<file path="config.mk">
export PLATFORM = sky130hd
export DESIGN_NAME = divu_seq_flat
export DESIGN_NICKNAME = d
export VERILOG_FILES = /design/src/rtl/divu_seq_if.sv /design/src/rtl/divu_seq.sv /design/src/flat_wrapper.sv
export SDC_FILE = /design/constraint.sdc
export NUM_CORES = 1
export LEC_CHECK = 0
export CAP_MARGIN = 20
export CORE_MARGIN = 4
export CORE_UTILIZATION = 45
export DETAILED_ROUTE_END_ITERATION = 16
export PLACE_DENSITY = 0.69
export SYNTH_ARGS = -nofsm -noshare
export SYNTH_HDL_FRONTEND = slang
export SYNTH_SLANG_ARGS = --single-unit
</file>
<file path="constraint.sdc">
create_clock -name i_clock -period 3 [get_ports i_clock]
set_input_delay 0.3 -clock i_clock [delete_from_list [all_inputs] [get_ports i_clock]]
set_output_delay 0.3 -clock i_clock [all_outputs]
set_load 0.01 [all_outputs]
</file>
<file path="src/rtl/divu_seq_if.sv">
// Operand/result bundle for divu_seq: start/sign/a/b in, q/r/busy/done/dbz out.
interface divu_seq_if #(
  parameter int unsigned WIDTH = 32
);
  logic             start;
  logic             sign;
  logic [WIDTH-1:0] a;
  logic [WIDTH-1:0] b;
  logic [WIDTH-1:0] q;
  logic [WIDTH-1:0] r;
  logic             busy;
  logic             done;
  logic             dbz;

  modport master (
    output start, sign, a, b,
    input  q, r, busy, done, dbz
  );

  modport slave (
    input  start, sign, a, b,
    output q, r, busy, done, dbz
  );
endinterface

</file>
<file path="src/rtl/divu_seq.sv">
// Iterative radix-2 restoring divider, signed/unsigned per operation.
// Fixed latency: WIDTH CALC cycles plus one sign-fix cycle, then a one-cycle done pulse.
module divu_seq #(
  parameter int unsigned WIDTH = 32,
  parameter int unsigned CNT_W = $clog2(WIDTH + 1)
) (
  input logic       i_clock,
  input logic       i_reset,
  divu_seq_if.slave bus
);

  typedef enum logic [1:0] {StIdle, StCalc, StFix, StDone} state_e;

  state_e           r_state;
  state_e           w_state_nxt;
  logic [WIDTH-1:0] r_dvd;    // dividend magnitude shifting out, quotient bits shifting in
  logic [WIDTH-1:0] r_rem;
  logic [WIDTH-1:0] r_dvs;
  logic             r_neg_q;
  logic             r_neg_r;
  logic             r_zero;
  logic [CNT_W-1:0] r_cnt;
  logic [WIDTH-1:0] r_q;
  logic [WIDTH-1:0] r_r;
  logic             r_dbz;
  logic             w_busy;
  logic             w_done;
  logic             w_accept;

  logic [WIDTH:0]   w_rem_sh;
  logic             w_ge;
  logic [WIDTH-1:0] w_rem_nxt;
  logic [WIDTH-1:0] w_dvd_nxt;

  assign w_accept = ((r_state == StIdle) || (r_state == StDone)) && bus.start;

  // The shifted remainder needs WIDTH+1 bits so divisors >= 2^(WIDTH-1) compare correctly.
  assign w_rem_sh  = {r_rem, r_dvd[WIDTH-1]};
  assign w_ge      = (w_rem_sh >= {1'b0, r_dvs});
  assign w_rem_nxt = w_ge ? (w_rem_sh[WIDTH-1:0] - r_dvs) : w_rem_sh[WIDTH-1:0];
  assign w_dvd_nxt = {r_dvd[WIDTH-2:0], w_ge};

  always_ff @(posedge i_clock or negedge i_reset) begin
    if (!i_reset) begin
      r_state <= StIdle;
    end else begin
      r_state <= w_state_nxt;
    end
  end

  always_comb begin
    w_state_nxt = r_state;
    unique case (r_state)
      StIdle:  if (bus.start) w_state_nxt = StCalc;
      StCalc:  if (r_cnt == CNT_W'(1)) w_state_nxt = StFix;
      StFix:   w_state_nxt = StDone;
      StDone:  w_state_nxt = bus.start ? StCalc : StIdle;
      default: w_state_nxt = StIdle;
    endcase
  end

  always_comb begin
    w_busy = 1'b0;
    w_done = 1'b0;
    unique case (r_state)
      StCalc:  w_busy = 1'b1;
      StFix:   w_busy = 1'b1;
      StDone:  w_done = 1'b1;
      default: ;
    endcase
  end

  always_ff @(posedge i_clock or negedge i_reset) begin
    if (!i_reset) begin
      r_dvd   <= '0;
      r_rem   <= '0;
      r_dvs   <= '0;
      r_neg_q <= 1'b0;
      r_neg_r <= 1'b0;
      r_zero  <= 1'b0;
      r_cnt   <= '0;
      r_q     <= '0;
      r_r     <= '0;
      r_dbz   <= 1'b0;
    end else if (w_accept) begin
      r_dvd   <= (bus.sign && bus.a[WIDTH-1]) ? -bus.a : bus.a;
      r_dvs   <= (bus.sign && bus.b[WIDTH-1]) ? -bus.b : bus.b;
      r_neg_q <= bus.sign && (bus.a[WIDTH-1] ^ bus.b[WIDTH-1]);
      r_neg_r <= bus.sign && bus.a[WIDTH-1];
      r_zero  <= (bus.b == '0);
      r_rem   <= '0;
      r_cnt   <= CNT_W'(WIDTH);
    end else if (r_state == StCalc) begin
      r_rem <= w_rem_nxt;
      r_dvd <= w_dvd_nxt;
      r_cnt <= r_cnt - CNT_W'(1);
    end else if (r_state == StFix) begin
      r_q   <= r_zero ? '0 : (r_neg_q ? -r_dvd : r_dvd);
      r_r   <= r_zero ? '0 : (r_neg_r ? -r_rem : r_rem);
      r_dbz <= r_zero;
    end
  end

  assign bus.q    = r_q;
  assign bus.r    = r_r;
  assign bus.dbz  = r_dbz;
  assign bus.busy = w_busy;
  assign bus.done = w_done;

endmodule

</file>
<file path="src/flat_wrapper.sv">
// flat-port wrapper written by rule: the top's interface ports become plain ports
module divu_seq_flat 
#(
  parameter int unsigned WIDTH = 32,
  parameter int unsigned CNT_W = $clog2(WIDTH + 1)
)
  (i_clock, i_reset, bus_start, bus_sign, bus_a, bus_b, bus_q, bus_r, bus_busy, bus_done, bus_dbz);
  divu_seq_if #(.WIDTH(WIDTH)) bus_i ();
  input logic i_clock;
  input logic i_reset;
  input wire logic [$bits(bus_i.start)-1:0] bus_start;
  input wire logic [$bits(bus_i.sign)-1:0] bus_sign;
  input wire logic [$bits(bus_i.a)-1:0] bus_a;
  input wire logic [$bits(bus_i.b)-1:0] bus_b;
  output wire logic [$bits(bus_i.q)-1:0] bus_q;
  output wire logic [$bits(bus_i.r)-1:0] bus_r;
  output wire logic [$bits(bus_i.busy)-1:0] bus_busy;
  output wire logic [$bits(bus_i.done)-1:0] bus_done;
  output wire logic [$bits(bus_i.dbz)-1:0] bus_dbz;
  assign bus_i.start = bus_start;
  assign bus_i.sign = bus_sign;
  assign bus_i.a = bus_a;
  assign bus_i.b = bus_b;
  assign bus_q = bus_i.q;
  assign bus_r = bus_i.r;
  assign bus_busy = bus_i.busy;
  assign bus_done = bus_i.done;
  assign bus_dbz = bus_i.dbz;
  divu_seq #(.WIDTH(WIDTH), .CNT_W(CNT_W)) u_core (.i_clock(i_clock), .i_reset(i_reset), .bus(bus_i));
endmodule
</file>
==> impl_metrics.yaml <==
timing:
  finalMaxSlewViolations: 0
  fin_skew_ns: 0.0195
  rsz0062_at_grt: "yes"
  fin_crit_sh: 0.975
  fmax_mhz: 342
  slew_headroom: 0.349
  hold_violations: 0
  layout_min_cycle_time_ns: 2.93
  tightest_slew_ns: 0.977
  setup_tns_ns: 0
  whs_ns: 0.458
  setup_viol: 0
synth:
  ys_async_sr_fraction: 1.00
  synth_edf_count: 0
  syn_area_per_cell_um2: 8.72
  syn_inst: 1317
  synth_warnings: 0
  synth_nets: 1429
  ys.flop_type: "dfrtp_1"
  ys_ff_latch: 172
  syn_area_mm2: 0.0115
  synth_cell_types: 59
  yosysSeqAreaShare: 0.375
cells_and_area:
  final_nets: 1571
  multi_input_area_mm2: 0.00671
  seqCellArea_mm2: 0.00431
  final_area_mm2: 0.0142
  antennaDiodeCount: 0
  syn_to_final_growth_pct: 24.1
  layout-drive-gt1-share: 0.0883
  final_util: 0.568
  fillers: 2338
setup_path:
  r2r_cells: 8
  arrival_ns: 3.26
  crit_fanout: 5
  crit_path_end_kind: "register"
  crit_type: "reg2reg"
  critPathLaunchType: "register"
  critPathRequiredTime_ns: 3.34
detailed_routing:
  route.detailed.drc: 0
  drt-total-wl_um: 30800
  drtAntennaViolNets: 0
  routedWlPerCell_um: 17.1
  drtIter0Drc: 783
  firstDrtPassIters: 5
  vias: 10100
  viasPerCell: 5.63
cts:
  cts_made_buffers: 17
  cts_tree: "yes"
  clock_latency_ns: 0.45
  clockBufferDepth: 2
  htreeDepth: 4
  clkTransAtPathRegs_ns: 0.08
  cts.sinks: 172
  cts-root-buf: "clkbuf_16"
power_and_ir_drop:
  p_per_area_mw_per_mm2: 1270
  power_mw: 18.0
  ir_drop_mv: 0.549
  p_leak_nw: 5.93
global_route:
  antenna_found_initial: 1
  grt_pass1_vias: 9352
  grt_pass1_wl_um: 50100
  overflow: 0
  grt_usage: 0.217
  grt_max_degree: 85
die:
  core_mm2: 0.0251
  start_util: 0.457
  dieHeight_um: 168
  rows: 58
  dieArea_mm2: 0.0281
  io_pins: 135
  die_x_um: 168
flow_run:
  maxCapViolCount: 0
status:
  outcome: "complete, no violations"
place:
  dpl.hpwl_um: 23900
  placedInstanceArea_mm2: 0.0136
  gp_congestion: 0.963
  port_buffers: 134
min_path:
  hold_path_class: "in2async"
==> where the power goes <==
part | switching, mW | internal [mW]
logic | 6.19 | 5.06
clock network | 1.15 | 1.15
registers | 1.08 | 3.42
total | 8.42 | 9.63
==> area by class of cell <==
cell class              instances  area share
multi-input cells            1006       0.471
flip-flops and latches        172       0.302
repair buffers                204       0.138
clock buffers                  17      0.0299
well taps                     330      0.0290
inverters                      58      0.0153
clock inverters                15      0.0143
==> cells by family after synthesis <==
group / share of synthesized area
multiplexers: 0.0386
AO/OA/AOI/OAI: 0.225
AND/OR/NAND/NOR: 0.152
buffers and inverters: 0.0461
adder cells (fa/ha/maj): 0.0486
XOR/XNOR: 0.114
flip-flops: 0.375
==> cells in the mapped netlist, types with 7 or more instances <==
library cell  number  area [um2]
xor2_1            92         806
nor4_1            12        75.1
nor3_1            32         160
nand2_1          153         574
mux2i_1           42         420
dfrtp_1          172        4300
o2bb2ai_1         51         447
a31oi_1           13        81.3
ha_1              43         538
nand3_1           16        80.1
o21ai_0          136         681
nand4_1           10        62.6
a21oi_1           86         430
o21bai_1           8        60.1
and3_1            12        75.1
clkbuf_1          73         274
nand2b_1           9        56.3
o41ai_1           11        96.3
inv_1             57         214
nor2b_1           10        62.6
a21o_1             9        67.6
o31ai_1           45         338
or3_1             12        75.1
nor2_1            63         236
or4_1             11        82.6
a211oi_1           7        52.6
xnor2_1           58         508
==> per-layer routing <==
| layer | vias to the layer above | global-route usage | share of wire |
|---|---|---|---|
| met3 | 18 | 0.0262 | 0.051 |
| met1 | 4815 | 0.345 | 0.51 |
| li1 | 5031 | - | - |
| met2 | 275 | 0.317 | 0.43 |
| met4 | 0 | 0.0466 | 0.0087 |
| met5 | - | 0 | 0 |
==> worst max-delay path, cell delays in order, from the launching register on <==
cell and delay [ns]:
dfrtp_2 0.45, or4_4 0.55, or3_4 0.35, or3_4 0.35
or4_4 0.54, o31ai_4 0.19, xor2_1 0.17, nor3_1 0.06
a21o_1 0.17
==> worst paths after layout <==
kind                             startpoint          endpoint  slack [ns]
setup / recovery           u_core.r_rem[16]  u_core.bus.r[25]        0.07
hold / removal                      i_reset   u_core.bus.q[9]        0.46
setup reg to reg           u_core.r_rem[16]  u_core.bus.r[25]        0.07
hold reg to reg             u_core.r_dvs[2]   u_core.r_dvs[2]        0.48
max in group asynchronous           i_reset  u_core.r_dvs[15]        1.75
min in group i_clock        u_core.r_dvs[2]   u_core.r_dvs[2]        0.48
==> metrics by stage <==
step / worst slack (ns) / std cells
after global placement: 0.0438 / 1768
after global routing: -0.0488 / 1802
final: 0.0747 / 1802
after floorplan: 0.00790 / 1317
after CTS: 0.0556 / 1802
after detailed placement: 0.00152 / 1768
==> timing repair <==
action                                  in CTS  in global routing
gates resized for setup                      5                  8
endpoints found under the setup margin       1                  7
endpoints found under the hold margin       82                  0
buffers inserted                             1                  0
pin swaps                                    5                  3
hold buffers                                 1                  0
==> cell usage in the layout, fill, tap and decap left out, drive strengths merged, types with 3 or more instances in the layout <==
| cell | n |
|---|---|
| nand2b | 9 |
| o21ai | 137 |
| nand3b | 3 |
| xor2 | 92 |
| clkdlybuf4s50 | 133 |
| o21a | 3 |
| and3 | 12 |
| a211oi | 7 |
| buf | 70 |
| a21o | 9 |
| nor3b | 5 |
| or3 | 14 |
| ha | 43 |
| a21oi | 86 |
| mux2i | 42 |
| o31ai | 46 |
| nor3 | 32 |
| nand4 | 10 |
| a41oi | 6 |
| or4 | 13 |
| and4 | 5 |
| o21bai | 8 |
| inv | 65 |
| nor2 | 63 |
| nand3 | 16 |
| clkinv | 8 |
| o211ai | 5 |
| nor2b | 10 |
| clkbuf | 17 |
| o211a | 4 |
| nor4 | 12 |
| nand2 | 153 |
| a21boi | 3 |
| dfrtp | 172 |
| a311oi | 3 |
| o41ai | 12 |
| o2bb2ai | 51 |
| xnor2 | 58 |
| a31oi | 13 |
==> flip-flops by register name, summed over array words and instances, names as in the netlist <==
name	flops
u_core.r_dvs	32
u_core.r_rem	32
u_core.r_cnt	6
u_core.r_zero	1
u_core.r_neg_q	1
u_core.r_neg_r	1
u_core.bus.r	32
u_core.r_state	2
u_core.r_dvd	32
u_core.bus.dbz	1
u_core.bus.q	32
Note: power is estimated with default switching activity, not from simulation.
